### src/rtl/mux_arb_pkg.sv
// Shared types and constants for the two-source burst arbiter.
package mux_arb_pkg;

    typedef enum logic [1:0] {
        IDLE  = 2'd0,
        OWN_A = 2'd1,
        OWN_B = 2'd2
    } arb_state_t;

    localparam int MAX_BURST_DEFAULT = 8;
    localparam int COUNT_W           = 8;

endpackage

### src/rtl/burst_counter.sv
// Saturating beat counter for the current owner's burst; clr wins over inc.
module burst_counter
    import mux_arb_pkg::*;
#(
    parameter int MAX_BURST = MAX_BURST_DEFAULT
) (
    input  logic               clk,
    input  logic               rst,
    input  logic               inc,
    input  logic               clr,
    output logic [COUNT_W-1:0] count,
    output logic               at_max
);

    localparam logic [COUNT_W-1:0] LIMIT = COUNT_W'(MAX_BURST - 1);

    always_ff @(posedge clk or posedge rst) begin
        if (rst) begin
            count <= '0;
        end else if (clr) begin
            count <= '0;
        end else if (inc && (count != LIMIT)) begin
            count <= count + 1'b1;
        end
    end

    assign at_max = (count == LIMIT);

endmodule

### src/rtl/mux_select_arbiter.sv
// Two-source burst arbiter driving the select of a downstream 2:1 mux,
// with round-robin tie-break and a forced release after MAX_BURST beats.
module mux_select_arbiter
    import mux_arb_pkg::*;
#(
    parameter int MAX_BURST = MAX_BURST_DEFAULT
) (
    input  logic clk,
    input  logic rst,
    input  logic req_a,
    input  logic last_a,
    input  logic req_b,
    input  logic last_b,
    input  logic out_ready,
    output logic mux_select,
    output logic grant_a,
    output logic grant_b,
    output logic out_valid
);

    arb_state_t         state;
    logic               prio_b;
    logic               own_req;
    logic               own_last;
    logic               other_req;
    logic               xfer;
    logic               rel_now;
    logic               at_max;
    logic [COUNT_W-1:0] count;

    assign own_req   = grant_a ? req_a  : req_b;
    assign own_last  = grant_a ? last_a : last_b;
    assign other_req = grant_a ? req_b  : req_a;

    assign out_valid = ~rst & ((grant_a & req_a) | (grant_b & req_b));
    assign xfer      = out_valid & out_ready;

    // Losing the request releases at once; otherwise only an accepted beat can end the burst.
    assign rel_now = (state != IDLE) & (~own_req | (xfer & (own_last | at_max)));

    burst_counter #(
        .MAX_BURST (MAX_BURST)
    ) u_burst_counter (
        .clk    (clk),
        .rst    (rst),
        .inc    (xfer & ~rel_now),
        .clr    (rel_now),
        .count  (count),
        .at_max (at_max)
    );

    always_comb begin
        if (!rst) begin
            assert (count <= COUNT_W'(MAX_BURST - 1));
        end
    end

    // Grants and select are registered alongside the state so no input reaches them combinationally.
    always_ff @(posedge clk or posedge rst) begin
        if (rst) begin
            state      <= IDLE;
            grant_a    <= 1'b0;
            grant_b    <= 1'b0;
            mux_select <= 1'b0;
            prio_b     <= 1'b0;
        end else begin
            case (state)
                IDLE: begin
                    if (req_a && (!req_b || !prio_b)) begin
                        state      <= OWN_A;
                        grant_a    <= 1'b1;
                        mux_select <= 1'b0;
                    end else if (req_b) begin
                        state      <= OWN_B;
                        grant_b    <= 1'b1;
                        mux_select <= 1'b1;
                    end
                end
                OWN_A, OWN_B: begin
                    if (rel_now) begin
                        prio_b <= (state == OWN_A);
                        if (other_req) begin
                            state      <= (state == OWN_A) ? OWN_B : OWN_A;
                            grant_a    <= (state == OWN_B);
                            grant_b    <= (state == OWN_A);
                            mux_select <= (state == OWN_A);
                        end else begin
                            state   <= IDLE;
                            grant_a <= 1'b0;
                            grant_b <= 1'b0;
                        end
                    end
                end
                default: begin
                    state   <= IDLE;
                    grant_a <= 1'b0;
                    grant_b <= 1'b0;
                end
            endcase
        end
    end

endmodule

### config.mk
export PLATFORM = sky130hd
export DESIGN_NAME = mux_select_arbiter
export DESIGN_NICKNAME = d
export VERILOG_FILES = /design/src/rtl/mux_arb_pkg.sv /design/src/rtl/burst_counter.sv /design/src/rtl/mux_select_arbiter.sv
export SDC_FILE = /design/constraint.sdc
export NUM_CORES = 1
export LEC_CHECK = 0
export CORE_MARGIN = 4
export CORE_UTILIZATION = 35
export DETAILED_ROUTE_END_ITERATION = 8
export PLACE_DENSITY = 0.56
export SLEW_MARGIN = 10
export SYNTH_ARGS = -nofsm -noshare
export SYNTH_HDL_FRONTEND = slang
export SYNTH_SLANG_ARGS = --single-unit
### constraint.sdc
create_clock -name clk -period 2.9 [get_ports clk]
set_input_delay 0.435 -clock clk [delete_from_list [all_inputs] [get_ports clk]]
set_output_delay 0.435 -clock clk [all_outputs]
set_load 0.01 [all_outputs]
==> metrics.cfg <==
[floorplan]
ioPinCount=11
die_y_um=58.9
initial_core_util_pct=36.7
dieArea_um2=3470
die_x_um=58.9
rows=18
coreArea_um2=2480

[logic_synthesis]
synth_area_um2=908
yosysWarnings=0
synth_most_common_cell=dfrtp_1
synth_common_cells=dfrtp_1 (14), nor2_1 (13), nand2_1 (11)
yosys.area.top_type=dfrtp_1
synth-simple-area-share_pct=20.8
synth_xor_area_share_pct=6.75
syn_avg_cell_area_um2=9.46
synth_area_leaders=dfrtp_1 (39%), ha_1 (6.9%), nor2_1 (5.4%)
netlist_instances=96
ys.flop_type=dfrtp_1
synthAdderAreaFrac_pct=6.89
synth_compound_gate_area_share_pct=15.0
synth.top_cell.area_share_pct=38.6
synth_top_family_by_area=simple AND/OR/NAND/NOR gates
ys_types=37
syn_nets=108
yosys_register_bits=14
async_flop_share_pct=100
synth_edf_count=0
seq_area_frac_synth_pct=38.6
muxShareOfSynthArea_pct=8.54

[clock_tree]
clkLatencyLatePin_ns=0.27
cts.path.max_buffers=2
holdBufCountCts=0
cts_tree=yes
clk_pin_slew_ns=0.08
clock-sinks=14
post_cts_buffers=0
cts_resized=0
cts_root_buffer=clkbuf_4
cts_max_level=1
cts_made_buffers=3

[layout]
register_area_um2=350
drive_gt1_share_pct=11.0
final_area_um2=1070
antenna_cells=0
nets=122
final_util_pct=43.3
finalNonFillerCells=139
nFillCells=272
area_growth_pct=18.2
multi_input_area_um2=527

[place]
dp_hpwl_mm=1.45
io_buffers=10
dp.cells=135
place_area_um2=1040
gp_congestion=0.822

[worst_setup_path]
cp-end-kind=primary output
worstPathMaxFanout=8
r2r-start=u_burst_counter.count[3]$_DFFE_PP0P_
cpMostUsedCell=clkdlybuf4s50_1
critPathKind=input pin to primary output
reg2reg_to=state[0]$_DFFE_PP0P_
cp-start-kind=input pin
endpoint=out_valid
cpMaxStageDelayCell=clkdlybuf4s50_1
path_cells=clkdlybuf4s50_1, a22oi_1, nor2_1, clkdlybuf4s50_1
crit_start=req_a
slowest_delay_ns=0.62
crit_arrival_ns=1.90
reg2reg_depth=5
reg2reg_slack_ns=0.62
critPathRequiredTime_ns=2.47

[timing]
worst_pin_slew_ns=0.542
fin_crit_ns=2.34
hold_viol_final=0
report.final.slew_viol_count=0
max_freq_mhz=427
period_share_pct=80.7
maxSlewHeadroom_pct=63.8
hold_slack_ns=0.527
rsz0062_at_grt=false
setup_violations=0
tns_ns=0
clock_skew_ns=0.00571

[power_and_ir_drop]
switchingPower_uw=355
internal_power_uw=558
power_density_nw_per_um2=851
pwr-share-seq_pct=32.8
p_sw_share_pct=38.9
leakagePower_nw=0.475
clock_power_share_pct=15.1
max-vdd-ir-drop_mv=0.607
power_frac_comb_pct=52.0

[status]
status=finished, final reports clean

[grt]
grt_usage_pct=12.5
grt_max_degree=15
grt_pass1_wl_mm=3.30
grt-ovfl-total=0
grt_pass1_vias=744
antenna_found_initial=0

[drt]
drc_errors=0
final_antenna_net_count=0
wl_mm=1.87
vias=707
viasPerCell=5.09
first_pass_iters=4
routedWlPerCell_um=13.4
drt_iter0_markers=16

[hold_path]
hold_class=register to register

[job]
cap_violations=0

-- worst min-delay path by stage --
stage	cells after the start	endpoint	startpoint	slack, ns
2_1_floorplan	1	grant_a$_DFFE_PP0P_	rst	0.32
3_3_place_gp	1	prio_b$_DFFE_PP0P_	prio_b$_DFFE_PP0P_	0.51
6_report	1	prio_b$_DFFE_PP0P_	prio_b$_DFFE_PP0P_	0.53
3_5_place_dp	1	prio_b$_DFFE_PP0P_	prio_b$_DFFE_PP0P_	0.51
4_1_cts	1	prio_b$_DFFE_PP0P_	prio_b$_DFFE_PP0P_	0.53
5_1_grt	1	prio_b$_DFFE_PP0P_	prio_b$_DFFE_PP0P_	0.57
-- power groups by stage --
stage	clock, mW	sequential, mW	combinational (mW)
after global placement	0	0.303	0.476
after global routing	0.155	0.309	0.533
after floorplan	0	0.300	0.344
after CTS	0.145	0.299	0.481
final	0.138	0.300	0.475
after detailed placement	0	0.303	0.480
-- cell families (layout without fill, tap and decap cells) --
kind of cell,count (synthesis),in the layout
xor+xnor,7,7
mux,7,7
fa+ha+maj,5,5
buf+inv,6,19
compound gates,17,17
simple gates,40,40
flops,14,14
-- layout by cell type, fill, tap and decap left out, drive strengths merged, types with 2 or more instances in the layout --
master and n:
clkbuf 4, nor2b 2, a21oi 3, a22o 2
xnor2 2, clkdlybuf4s50 10, mux2 6, nand3 4
and2 2, nand2 12, ha 5, o211ai 2
dfrtp 14, nor2 13, o21ai 2, xor2 5
inv 4
-- metrics by stage --
step | power (mW) | setup WS, ns
final | 0.913 | 0.561
after global routing | 0.996 | 0.464
after CTS | 0.925 | 0.559
after detailed placement | 0.783 | 0.507
after global placement | 0.780 | 0.505
after floorplan | 0.644 | 0.710
-- flip-flops by register name, indices dropped and copies added, names as in the netlist --
signal / count
u_burst_counter.count: 8
state: 2
grant_a: 1
grant_b: 1
mux_select: 1
prio_b: 1
-- cell type report --
class / count / share of cell area (%)
clock buffers: 4 / 3.38
multi-input cells: 76 / 49.1
inverters: 4 / 1.40
flip-flops and latches: 14 / 32.6
well taps: 30 / 3.50
repair buffers: 11 / 10.0
-- critical path, delay by kind of cell --
family	cells	cell delay, ns
buffers and inverters	2	1.16
AOI/OAI and AO/OA	1	0.19
and+or+nand+nor	1	0.12
-- per-layer routing --
layer / share of wire, % / global-route usage [%]
met1: 46 / 15.1
met2: 49 / 21.8
met3: 4.1 / 2.63
met4: 0.75 / 4.53
met5: 0 / 0
Power figures use the tool's default switching activity.
